### src/rtl/rob_pkg.sv
// Shared types and default sizing for the N-way reorder buffer.
// Holds the default parameter constants, the per-entry status flags, the
// full entry record and the dispatch / completion / retire packet layouts
// (payload widths follow the default AREG/PREG widths).
package rob_pkg;

  localparam int unsigned ROB_SIZE_DEF = 16;
  localparam int unsigned WAYS_DEF     = 2;
  localparam int unsigned AREG_W_DEF   = 5;
  localparam int unsigned PREG_W_DEF   = 6;
  localparam int unsigned IDX_W_DEF    = $clog2(ROB_SIZE_DEF);

  // Status bits kept per entry; the only part the retire chain looks at.
  typedef struct packed {
    logic valid;
    logic complete;
    logic mispred;
  } rob_flags_t;

  // One ROB entry.
  typedef struct packed {
    rob_flags_t              flags;
    logic [AREG_W_DEF-1:0]   areg;
    logic [PREG_W_DEF-1:0]   preg;
    logic [PREG_W_DEF-1:0]   told;
  } rob_entry_t;

  // One dispatch way.
  typedef struct packed {
    logic                    valid;
    logic [AREG_W_DEF-1:0]   areg;
    logic [PREG_W_DEF-1:0]   preg;
    logic [PREG_W_DEF-1:0]   told;
  } dp_pkt_t;

  // One completion broadcast way.
  typedef struct packed {
    logic                    valid;
    logic [IDX_W_DEF-1:0]    rob_idx;
    logic                    mispred;
  } cdb_pkt_t;

  // One retire way.
  typedef struct packed {
    logic                    valid;
    logic [AREG_W_DEF-1:0]   areg;
    logic [PREG_W_DEF-1:0]   preg;
    logic [PREG_W_DEF-1:0]   told;
  } rt_pkt_t;

endpackage

### src/rtl/rob_retire_sel.sv
// Retire selection over the head window of the ROB.
// Ports:
//   en_i       - retirement allowed this cycle (low during reset)
//   win_i      - status flags of entries head+0 .. head+WAYS-1
//   rt_valid_o - way k retires (contiguous from way 0)
//   flush_o    - a retiring entry carries a misprediction
module rob_retire_sel
  import rob_pkg::*;
#(
  parameter int unsigned WAYS = WAYS_DEF
) (
  input  logic                   en_i,
  input  rob_flags_t [WAYS-1:0]  win_i,
  output logic [WAYS-1:0]        rt_valid_o,
  output logic                   flush_o
);

  logic chain_ok;

  // Prefix chain: a way retires only if every older way retired cleanly.
  always_comb begin
    rt_valid_o = '0;
    flush_o    = 1'b0;
    chain_ok   = en_i;
    for (int k = 0; k < int'(WAYS); k++) begin
      rt_valid_o[k] = chain_ok & win_i[k].valid & win_i[k].complete;
      flush_o       = flush_o | (rt_valid_o[k] & win_i[k].mispred);
      chain_ok      = rt_valid_o[k] & ~win_i[k].mispred;
    end
  end

endmodule

### src/rtl/rob_nway.sv
// N-way reorder buffer: in-order dispatch, out-of-order completion,
// in-order retirement of up to WAYS entries per cycle, flush on a retiring
// mispredicted entry.
// Ports:
//   clk_i, rst_ni                         - clock, synchronous active-low reset
//   dp_valid_i/areg_i/preg_i/told_i       - dispatch requests per way
//   dp_free_o                             - registered free entry count
//   dp_rob_idx_o                          - index assigned to each dispatch way
//   cdb_valid_i/rob_idx_i/mispred_i       - completion broadcast per way
//   rt_valid_o/areg_o/preg_o/told_o       - retiring entries per way
//   flush_o                               - mispredicted entry retiring
module rob_nway
  import rob_pkg::*;
#(
  parameter  int unsigned ROB_SIZE = ROB_SIZE_DEF,
  parameter  int unsigned WAYS     = WAYS_DEF,
  parameter  int unsigned AREG_W   = AREG_W_DEF,
  parameter  int unsigned PREG_W   = PREG_W_DEF,
  localparam int unsigned IDX_W    = $clog2(ROB_SIZE),
  localparam int unsigned CNT_W    = IDX_W + 1
) (
  input  logic                    clk_i,
  input  logic                    rst_ni,
  input  logic [WAYS-1:0]         dp_valid_i,
  input  logic [WAYS*AREG_W-1:0]  dp_areg_i,
  input  logic [WAYS*PREG_W-1:0]  dp_preg_i,
  input  logic [WAYS*PREG_W-1:0]  dp_told_i,
  output logic [CNT_W-1:0]        dp_free_o,
  output logic [WAYS*IDX_W-1:0]   dp_rob_idx_o,
  input  logic [WAYS-1:0]         cdb_valid_i,
  input  logic [WAYS*IDX_W-1:0]   cdb_rob_idx_i,
  input  logic [WAYS-1:0]         cdb_mispred_i,
  output logic [WAYS-1:0]         rt_valid_o,
  output logic [WAYS*AREG_W-1:0]  rt_areg_o,
  output logic [WAYS*PREG_W-1:0]  rt_preg_o,
  output logic [WAYS*PREG_W-1:0]  rt_told_o,
  output logic                    flush_o
);

  rob_flags_t [ROB_SIZE-1:0] flags_q, flags_d;
  logic [AREG_W-1:0]         areg_q [ROB_SIZE];
  logic [AREG_W-1:0]         areg_d [ROB_SIZE];
  logic [PREG_W-1:0]         preg_q [ROB_SIZE];
  logic [PREG_W-1:0]         preg_d [ROB_SIZE];
  logic [PREG_W-1:0]         told_q [ROB_SIZE];
  logic [PREG_W-1:0]         told_d [ROB_SIZE];
  logic [IDX_W-1:0]          head_q, head_d;
  logic [IDX_W-1:0]          tail_q, tail_d;
  logic [CNT_W-1:0]          count_q, count_d;
  logic [CNT_W-1:0]          free_q, free_d;

  rob_flags_t [WAYS-1:0]     win;
  logic [WAYS-1:0]           dp_room;
  logic [WAYS-1:0]           dp_acc;
  logic                      flush_c;
  logic [CNT_W-1:0]          n_rt;
  logic [CNT_W-1:0]          n_dp;

  // Head window view and dispatch index outputs.
  always_comb begin
    win          = '0;
    rt_areg_o    = '0;
    rt_preg_o    = '0;
    rt_told_o    = '0;
    dp_rob_idx_o = '0;
    for (int k = 0; k < int'(WAYS); k++) begin
      win[k]                             = flags_q[IDX_W'(head_q + IDX_W'(k))];
      rt_areg_o[k*AREG_W +: AREG_W]      = areg_q[IDX_W'(head_q + IDX_W'(k))];
      rt_preg_o[k*PREG_W +: PREG_W]      = preg_q[IDX_W'(head_q + IDX_W'(k))];
      rt_told_o[k*PREG_W +: PREG_W]      = told_q[IDX_W'(head_q + IDX_W'(k))];
      dp_rob_idx_o[k*IDX_W +: IDX_W]     = IDX_W'(tail_q + IDX_W'(k));
    end
  end

  rob_retire_sel #(
    .WAYS (WAYS)
  ) u_retire_sel (
    .en_i       (rst_ni),
    .win_i      (win),
    .rt_valid_o (rt_valid_o),
    .flush_o    (flush_c)
  );

  assign flush_o   = flush_c;
  assign dp_free_o = free_q;

  // Ways beyond the registered free count are dropped, not stored.
  always_comb begin
    dp_room = '0;
    dp_acc  = '0;
    for (int k = 0; k < int'(WAYS); k++) begin
      dp_room[k] = (CNT_W'(k) < free_q);
      dp_acc[k]  = dp_valid_i[k] & dp_room[k] & rst_ni & ~flush_c;
    end
  end

  // Next-state: completion, retirement, dispatch; flush overrides all.
  always_comb begin
    flags_d = flags_q;
    areg_d  = areg_q;
    preg_d  = preg_q;
    told_d  = told_q;
    head_d  = head_q;
    tail_d  = tail_q;
    count_d = count_q;
    free_d  = free_q;
    n_rt    = '0;
    n_dp    = '0;
    if (flush_c) begin
      flags_d = '0;
      head_d  = '0;
      tail_d  = '0;
      count_d = '0;
      free_d  = CNT_W'(ROB_SIZE);
    end else begin
      for (int w = 0; w < int'(WAYS); w++) begin
        if (cdb_valid_i[w] && flags_q[cdb_rob_idx_i[w*IDX_W +: IDX_W]].valid) begin
          flags_d[cdb_rob_idx_i[w*IDX_W +: IDX_W]].complete = 1'b1;
          flags_d[cdb_rob_idx_i[w*IDX_W +: IDX_W]].mispred  =
            flags_d[cdb_rob_idx_i[w*IDX_W +: IDX_W]].mispred | cdb_mispred_i[w];
        end
      end
      for (int k = 0; k < int'(WAYS); k++) begin
        if (rt_valid_o[k]) begin
          flags_d[IDX_W'(head_q + IDX_W'(k))].valid = 1'b0;
          n_rt = n_rt + CNT_W'(1);
        end
      end
      for (int k = 0; k < int'(WAYS); k++) begin
        if (dp_acc[k]) begin
          flags_d[IDX_W'(tail_q + IDX_W'(k))] = '{valid: 1'b1, complete: 1'b0, mispred: 1'b0};
          areg_d[IDX_W'(tail_q + IDX_W'(k))]  = dp_areg_i[k*AREG_W +: AREG_W];
          preg_d[IDX_W'(tail_q + IDX_W'(k))]  = dp_preg_i[k*PREG_W +: PREG_W];
          told_d[IDX_W'(tail_q + IDX_W'(k))]  = dp_told_i[k*PREG_W +: PREG_W];
          n_dp = n_dp + CNT_W'(1);
        end
      end
      head_d  = IDX_W'(head_q + IDX_W'(n_rt));
      tail_d  = IDX_W'(tail_q + IDX_W'(n_dp));
      count_d = count_q + n_dp - n_rt;
      // Slots freed by this cycle's retirement show up one cycle later.
      free_d  = CNT_W'(ROB_SIZE) - count_d;
    end
  end

  // State register; payload needs no reset since validity gates its use.
  always_ff @(posedge clk_i) begin
    if (!rst_ni) begin
      flags_q <= '0;
      head_q  <= '0;
      tail_q  <= '0;
      count_q <= '0;
      free_q  <= CNT_W'(ROB_SIZE);
    end else begin
      flags_q <= flags_d;
      head_q  <= head_d;
      tail_q  <= tail_d;
      count_q <= count_d;
      free_q  <= free_d;
    end
    areg_q <= areg_d;
    preg_q <= preg_d;
    told_q <= told_d;
  end

  // Dispatcher must never request more ways than there are free slots.
  dp_overrun_chk: assert property (@(posedge clk_i) disable iff (!rst_ni)
    flush_c || ((dp_valid_i & ~dp_room) == '0))
    else $warning("rob_nway: dispatch request beyond free slots dropped");

endmodule

### config.mk
export PLATFORM = sky130hd
export DESIGN_NAME = rob_nway
export DESIGN_NICKNAME = d
export VERILOG_FILES = /design/src/rtl/rob_pkg.sv /design/src/rtl/rob_retire_sel.sv /design/src/rtl/rob_nway.sv
export SDC_FILE = /design/constraint.sdc
export NUM_CORES = 1
export LEC_CHECK = 0
export CORE_ASPECT_RATIO = 1.75
export CORE_MARGIN = 3
export CORE_UTILIZATION = 40
export DETAILED_ROUTE_END_ITERATION = 8
export PLACE_DENSITY_LB_ADDON = 0.3
export SETUP_SLACK_MARGIN = 0.15
export SLEW_MARGIN = 25
export SYNTH_ARGS = -nofsm -noshare
export SYNTH_HDL_FRONTEND = slang
export SYNTH_SLANG_ARGS = --single-unit
### constraint.sdc
create_clock -name clk_i -period 10.1 [get_ports clk_i]
set_input_delay 1.01 -clock clk_i [delete_from_list [all_inputs] [get_ports clk_i]]
set_output_delay 1.01 -clock clk_i [all_outputs]
set_load 0.01 [all_outputs]
# --- After elaboration in Yosys (flattened, before gate mapping) ---
# Cells that the tools add are included.
word_totals:
  reg_bits: 338
  input_bits: 50
  out_inout_bits: 50
  elab_cells: 263
op_classes:
  addsub: 9
  n_lt_le_gt_ge: 20
  mux: 94
  bitwise: 29
  n_reduce_logical: 11
op_table:
  columns: ["op", "n"]
  rows:
  - ["$mux W96", 6]
  - ["$mux W48", 11]
  - ["$bwmux W96", 4]
  - ["$bwmux W48", 6]
  - ["$mux W80", 3]
  - ["$bwmux W80", 2]
  - ["$bmux W6 S4", 4]
  - ["$demux W3 S4", 8]
  - ["$bmux W3 S4", 6]
  - ["$and A32 B32 Y32", 2]
  - ["$not A32 Y32", 2]
  - ["$mux W5", 12]
  - ["$mux W6", 10]
  - ["$demux W6 S4", 2]
  - ["$bmux W5 S4", 2]
  - ["$demux W5 S4", 2]
  - ["$or A16 B16 Y16", 2]
  - ["$lt A4 B5 Y1 const B", 6]
  - ["$ge A4 B1 Y1 const B", 6]
  - ["$mux W3", 8]
  - ["$ge A5 B5 Y1 const B", 4]
  - ["$not A4 Y5", 4]
  - ["$and A1 B1 Y1", 13]
  - ["$add A5 B1 Y5 const B", 2]
  - ["other kinds (13)", 36]

# --- Depth between registers and ports, before layout ---
# Gate-level depths: netlist of the first run.
logic_depth:
  ltp_word: 29
  ltp_mapped: 26

# --- Cells and area by module ---
# Synthesis of the first run repeated with hierarchy kept, for this count alone.
unflattened:
  hier_cells: 2000
  area_unflattened_um2: 22927.0
modules_own_cells:
  columns: ["module", "instances", "cells_each", "area_per_inst_um2"]
  rows:
  - ["rob_nway", 1, 1994, 22889.5]
  - ["rob_retire_sel", 1, 6, 37.5]

# --- Least setup slack after synthesis of the first run ---
# No wires, ideal clock.
synth_timing:
  kind: "register -> register"
  startpoint: "reg head_q[0]"
  endpoint: "reg free_q[4], in the netlist dp_free_o[4]"
  arrival_ps: 6939
  required_time_ps: 9981
  slack_ps: 3041
  stages_incl_launch_ff: 24
  n_path_buf: 5
  period_less_slack_ps: 7059
  cell_sequence: "dfxtp_1 buf_2 buf_2 inv_1 ha_1 buf_6 mux4_2 mux4_2 o211a_1 o2bb2ai_2 buf_4 buf_4 and2_1 ha_1 inv_1 fa_1 inv_1 ha_1 a21o_1 a21oi_1 xor2_1 nand3_1 xnor2_1 nand2_1"
synth_via:
  elab_chain_cells: 19
  elab_cells_between_ends: 31
  cone_classes: "6 x add/sub; 12 x mux; 12 x bitwise; 1 x reduce/logical"
synth_lines:
  columns: ["element", "line_no", "rtl"]
  rows:
  - ["start, declared", "rob_nway.sv:47", "logic [IDX_W-1:0] head_q, head_d;"]
  - ["start signal, assigned", "rob_nway.sv:150", "head_q <= '0;"]
  - ["start signal, assigned", "rob_nway.sv:156", "head_q <= head_d;"]
  - ["branches (longest 19 deep; another with $add A5 B1 Y5)", null, null]
  - ["end signal, assigned", "rob_nway.sv:153", "free_q <= CNT_W'(ROB_SIZE);"]
  - ["end signal, assigned", "rob_nway.sv:159", "free_q <= free_d;"]
  - ["end, declared", "rob_nway.sv:50", "logic [CNT_W-1:0] free_q, free_d;"]
# Parallel ways; which one is timed is not known. The select of a mux whose other input is x is not followed.
# A chain may end at the register's enable or synchronous reset.

# --- Worst setup path in the final report of the first run ---
layout_timing:
  startpoint: "reg head_q[0]"
  endpoint: "out flush_o"
layout_via:
  elab_chain_cells: 9
  elab_cells_between_ends: 14
  cone_classes: "1 x add/sub; 4 x mux; 9 x bitwise"
layout_lines:
  columns: ["element", "line_no", "rtl"]
  rows:
  - ["branches (longest 8 deep; another with $add A4 B1 Y4)", null, null]
  - ["$or A1 B1 Y1 *", "rob_retire_sel.sv:27", "flush_o = flush_o | (rt_valid_o[k] & win_i[k].mispred);"]
  - ["end, declared", "rob_nway.sv:37", "output logic flush_o"]
# Every way passes the cells marked *. The select of a mux whose other input is x is not followed.

==> flow_summary_export.csv, run 1 <==
group,metric,value,unit
drt,dr_wl_met2,44800,µm
drt,topRoutingLayerUsed,"met5",
clock_network,clk_pin_slew,0.06,ns
power,power.density,191,nW/µm²
logic_synthesis,synthArstFlopShare,0,%
logic_synthesis,syn_nets,2261,
logic_synthesis,synth_seq_cells,337,
die,die_height,323,µm
logic_synthesis,syn_inst,2186,
drt,drc_errors,0,
setup_path,path_buf_inv,4,
logic_synthesis,synth_top_area_cell,"edfxtp_1",
clock_network,cts_setup_buffers,0,
setup_path,crit_fanout,71,
sta,period_share,69.6,%
global_routing,first_global_vias,19296,
drt,routed_wl,92200,µm
sta,rsz0062_at_grt,"no",
min_path,hp-class,"reg2reg",
logic_synthesis,yosysWarnings,0,
clock_network,root_buffer,"clkbuf_16",
sta,setup_tns,0,ns
global_routing,grt_use_total,29.3,%
finish,layout-drive-gt1-share,16.4,%
sta,tightestPinTransition,1.15,ns
clock_network,htreeDepth,2,
setup_path,crit_top_cell,"mux4_2",
clock_network,cts_tree,"yes",
clock_network,worstSkewPairLatency,0.56,ns
power,p_leak,8.74,nW
die,coreArea,56500,µm²
sta,finClkSkew,0.0297,ns
setup_path,critical_path_class,"reg2out",
drt,wl_met1,30400,µm
die,pin_count,100,
sta,drv_slew,0,
finish,area_growth,10.7,%
placed_design,detailed_place_hpwl,55900,µm
setup_path,cp_slowest_cell,"dfxtp_4",
global_routing,grt_max_degree,189,
die,die-area,60400,µm²
drt,wl_per_cell,31.9,µm
setup_path,startpoint_type,"register",
finish,nFillCells,5166,
sta,hold_viol,0,
clock_network,cts_buffers,36,
placed_design,portBuffers,99,
run,maxCapViolCount,0,
drt,wl_met3,9390,µm
global_routing,grt_first_pass_wirelength,133000,µm
logic_synthesis,synth_area_leaders,"edfxtp_1 (36%), mux4_2 (19%), a32oi_1 (7.8%)",
die,initial_core_util,40.6,%
sta,setup_viol,0,
setup_path,crit_chain,"inv_1 -> ha_4 -> mux4_2 -> mux4_2 -> o211a_1 -> o2bb2ai_4 -> buf_4 -> inv_2 -> clkdlybuf4s50_1",
power,power,0.00486,W
logic_synthesis,avgSynthCellArea,10.5,µm²
logic_synthesis,synth_top_area_share,35.6,%
finish,layout.nets,2166,
clock_network,cts_sinks,337,
setup_path,cpPeakStageDelay,0.98,ns
setup_path,worst_ep_required_time,9.09,ns
logic_synthesis,ys.flop_type,"edfxtp_1",
global_routing,grt_antenna_before_repair,15,
drt,viasPerCell,7.06,
drt,dr.pass1.iters,7,
run_status,status,"completed",
drt,antenna_left,0,
power,vdd_drop_max,0.000116,V
setup_path,cp_top_family,"buffers and inverters",
logic_synthesis,ys_types,65,
logic_synthesis,synth_edf_count,272,
setup_path,worstPathArrival,6.02,ns
clock_network,ctsResizeCount,0,
die,die_w,187,µm
sta,fmax,0.142,GHz
clock_network,cts_hold_buf,0,
logic_synthesis,synth-seq-area-share,41.2,%
sta,period_needed,7.03,ns
placed_design,gp_congestion,0.921,
setup_path,worstSetupEndpointType,"output pin",
drt,drtIter0Drc,3389,
die,rows,115,
drt,via_count,20395,
sta,slew_headroom,23.0,%
logic_synthesis,synth_area,23000,µm²
global_routing,grt_overflow,0,
clock_network,cts_max_path_buffers,3,
==> cell usage after synthesis (all sizes together), types with 11 or more instances <==
master,instances
a21oi,308
nand3,20
o21ai,13
or3,11
ha,21
mux2i,14
nor3,40
mux4,192
dfxtp,65
nand4,21
nor2,325
mux2,12
nor2b,11
a32oi,205
edfxtp,272
and3,19
clkbuf,155
a31oi,55
inv,39
nand2,146
buf,125
==> layer usage <==
layer / vias up / GRT usage [%]
li1: 8396 / -
met1: 9943 / 34.8
met2: 1665 / 48.8
met3: 389 / 4.71
met4: 2 / 20.6
met5: - / 0
==> worst register-to-register path, stage by stage (launching register included) <==
cell       delay (ns)
dfxtp_4          0.98
inv_1            0.34
ha_4             0.85
mux4_2           0.60
mux4_2           0.62
o211a_1          0.21
o2bb2ai_4        0.15
buf_4            0.76
nand4_1          0.99
buf_4            0.54
a32oi_1          0.21
a21oi_1          0.09
==> registers in the layout, summed over array words and instances (netlist names) <==
signal / flops
areg_q: 80
count_q: 5
dp_free_o: 4
flags_q: 48
head_q: 4
preg_q: 96
tail_q: 4
told_q: 96
==> path summary, 6_finish.rpt <==
kind | startpoint | to | slack [ns] | cells past startpoint
worst max-delay path | head_q[0] | flush_o | 3.07 | 9
worst min-delay path | flags_q[40] | flags_q[40] | 0.52 | 2
worst max register to register | head_q[0] | areg_q[79] | 3.48 | 11
worst min register to register | flags_q[40] | flags_q[40] | 0.52 | 2
==> power breakdown <==
| part | internal, W | total [W] | switching [W] |
|---|---|---|---|
| clock network | 0.000739 | 0.00134 | 0.000605 |
| registers | 0.00186 | 0.00208 | 0.000224 |
| logic | 0.000675 | 0.00144 | 0.000762 |
| total | 0.00327 | 0.00486 | 0.00159 |
==> per-stage QoR <==
step                      worst slack (ns)  std cells  hold WS [ns]  instance area [µm²]  util [%]
after floorplan                       3.04       2186         0.440                23000         -
after global placement                3.80       2811         0.501                24200      42.8
after detailed placement              3.55       2811         0.497                24200      42.8
after CTS                             3.08       2874         0.518                25300      44.8
after global routing                  2.73       2889         0.556                25400      45.0
final                                 3.07       2889         0.518                25400      45.0
==> cell type report <==
type / instances / area [µm²] / share of cell area, %
Sequential cell: 337 / 9480 / 37.3
Antenna cell: 13 / 32.5 / 0.128
Multi-Input combinational cell: 1530 / 12300 / 48.4
Timing Repair Buffer: 147 / 1390 / 5.46
Clock buffer: 45 / 935 / 3.68
Clock inverter: 18 / 184 / 0.723
Tap cell: 760 / 951 / 3.74
Inverter: 39 / 146 / 0.576
==> layout by cell type (no fill, tap or decap), drive strengths merged, types with 11 or more instances in the layout <==
| master | instances |
|---|---|
| mux2 | 12 |
| a31oi | 55 |
| nor2 | 325 |
| edfxtp | 272 |
| clkbuf | 45 |
| clkinv | 11 |
| inv | 42 |
| mux2i | 14 |
| mux4 | 192 |
| diode | 13 |
| nor3 | 40 |
| and3 | 19 |
| a32oi | 205 |
| nor2b | 11 |
| a21oi | 308 |
| or3 | 11 |
| ha | 21 |
| nand4 | 21 |
| buf | 48 |
| clkdlybuf4s50 | 99 |
| nand3 | 20 |
| nand2 | 146 |
| dfxtp | 65 |
| o21ai | 13 |
==> cells by family (layout without fill, tap and decap cells) <==
logic type | after synthesis | in the layout | synth area share [%]
compound gates | 638 | 638 | 18.6
xor+xnor | 17 | 17 | 0.681
fa+ha+maj | 25 | 25 | 1.49
buf+inv | 319 | 249 | 5.79
flops | 337 | 337 | 41.2
mux | 218 | 218 | 20.0
other cells | 0 | 13 | 0
simple gates | 632 | 632 | 12.2
Power figures use the tool's default switching activity.
==> run 2, diff against run 1 <==
Clock period 10.1 ns to 7.1 ns, I/O delays scaled along.
==> flow_summary_export.csv, run 2 (synthesized netlist as in run 1, its figures left out) <==
group,metric,value,unit
setup_path,cpPeakStageDelay,0.71,ns
setup_path,crit_top_cell,"inv_1",
finish,layout.nets,2171,
clock_network,cts_buffers,35,
sta,drv_slew,0,
run,maxCapViolCount,0,
sta,hold_viol,0,
global_routing,grt_max_degree,196,
global_routing,grt_antenna_before_repair,11,
sta,tightestPinTransition,1.05,ns
finish,fin_cells,2892,
drt,antenna_left,0,
sta,period_share,82.0,%
clock_network,root_buffer,"clkbuf_16",
power,power.density,269,nW/µm²
setup_path,path_buf_inv,3,
die,initial_core_util,40.6,%
placed_design,dpl.cell_count,2816,
min_path,hp-class,"reg2reg",
setup_path,worstPathArrival,6.25,ns
setup_path,cp_slowest_cell,"dfxtp_4",
global_routing,first_global_vias,19570,
setup_path,crit_fanout,34,
finish,final_cell_mix,"nor2_1 (321), a21oi_1 (308), edfxtp_1 (272)",
drt,wl_per_cell,31.6,µm
clock_network,htreeDepth,2,
sta,setup_viol,0,
placed_design,placed_area,24300,µm²
global_routing,grt_use_total,29.2,%
drt,drtIter0Drc,2672,
placed_design,gp_congestion,0.969,
sta,worst_slack,1.27,ns
die,die_height,323,µm
finish,final_area,25400,µm²
sta,fmax,0.172,GHz
run_status,status,"completed",
drt,via_count,20244,
finish,final_common_cell,"nor2_1",
die,pin_count,100,
clock_network,cts_hold_buf,0,
global_routing,grt_overflow,0,
finish,top_regs,"preg_q x96, told_q x96, areg_q x80",
clock_network,cts_max_path_buffers,3,
power,power,0.00684,W
die,coreArea,56500,µm²
sta,rsz0062_at_grt,"no",
clock_network,cts_sinks,337,
clock_network,worstSkewPairLatency,0.56,ns
setup_path,cp_top_family,"adder cells",
setup_path,crit_chain,"inv_1 -> ha_4 -> mux4_2 -> mux4_2 -> o211a_1 -> o2bb2ai_4 -> and2_1 -> ha_1 -> inv_1 -> fa_1 -> inv_1 -> ha_1 -> a21o_1 -> a21oi_1 -> xor2_1 -> nand3_1 -> xnor2_1 -> nand2_1",
placed_design,place_ws,1.24,ns
clock_network,cts_setup_buffers,0,
sta,finClkSkew,0.0332,ns
drt,viasPerCell,7.00,
die,rows,115,
clock_network,clk_pin_slew,0.06,ns
sta,slew_headroom,30.0,%
placed_design,portBuffers,99,
die,die-area,60400,µm²
setup_path,worst_ep_required_time,7.52,ns
power,vdd_drop_max,0.000155,V
power,p_leak,8.81,nW
setup_path,startpoint_type,"register",
finish,area_growth,10.7,%
sta,setup_tns,0,ns
finish,layout-drive-gt1-share,17.1,%
die,die_w,187,µm
sta,period_needed,5.83,ns
setup_path,worstSetupEndpointType,"register",
drt,routed_wl,91400,µm
clock_network,ctsResizeCount,0,
setup_path,critical_path_class,"reg2reg",
drt,dr.pass1.iters,6,
global_routing,grt_first_pass_wirelength,133000,µm
clock_network,cts_tree,"yes",
placed_design,detailed_place_hpwl,56900,µm
drt,drc_errors,0,
-- run 2: changes by cell type in the layout (fill, tap and decap cells not counted), moves of 3 or more --
cell      before  now
or3_2          0    8
or3_1         11    3
diode_2       13    9
buf_4         43   50
clkbuf_1       9    6
clkinv_1       5    8
-- run 2: final timing paths --
path,startpoint,to,slack [ns],depth (start not counted)
max,head_q[1],dp_free_o[4],1.27,18
min,flags_q[25],flags_q[25],0.54,2
max reg2reg,head_q[1],dp_free_o[4],1.27,18
min reg2reg,flags_q[25],flags_q[25],0.54,2
-- run 2: tightest hold or removal path, cell delays in order (launching register included) --
cell	delay (ns)
dfxtp_1	0.33
a311oi_1	0.05
nor3_1	0.11
-- run 2: cell type report --
class / instances / area [µm²]
well taps: 760 / 951
clock buffers: 44 / 942
inverters: 39 / 146
repair buffers: 153 / 1450
clock inverters: 20 / 143
flip-flops and latches: 337 / 9480
fillers: 5238 / 31100
diodes: 9 / 22.5
multi-input cells: 1530 / 12300
-- run 2: report_power, final --
group,switching [W],leakage (nW),internal (W)
clock network,0.000861,0.528,0.000987
registers,0.000327,3.74,0.00264
logic,0.00106,4.54,0.000964
-- run 2: per-stage QoR --
step / utilization [%] / hold slack (ns)
6_report: 45.0 / 0.540
5_1_grt: 45.0 / 0.596
4_1_cts: 44.8 / 0.538
3_5_place_dp: 42.9 / 0.519
3_3_place_gp: 42.9 / 0.517
2_1_floorplan: - / 0.440
-- run 2: layer usage --
| metal | global-route usage (%) | vias to the layer above | part of all wire (%) |
|---|---|---|---|
| met2 | 49.1 | 1593 | 49 |
| met1 | 33.6 | 9857 | 32 |
| met4 | 21.0 | 0 | 8.4 |
| met5 | 0 | - | 0 |
| li1 | - | 8394 | - |
| met3 | 5.38 | 400 | 10 |
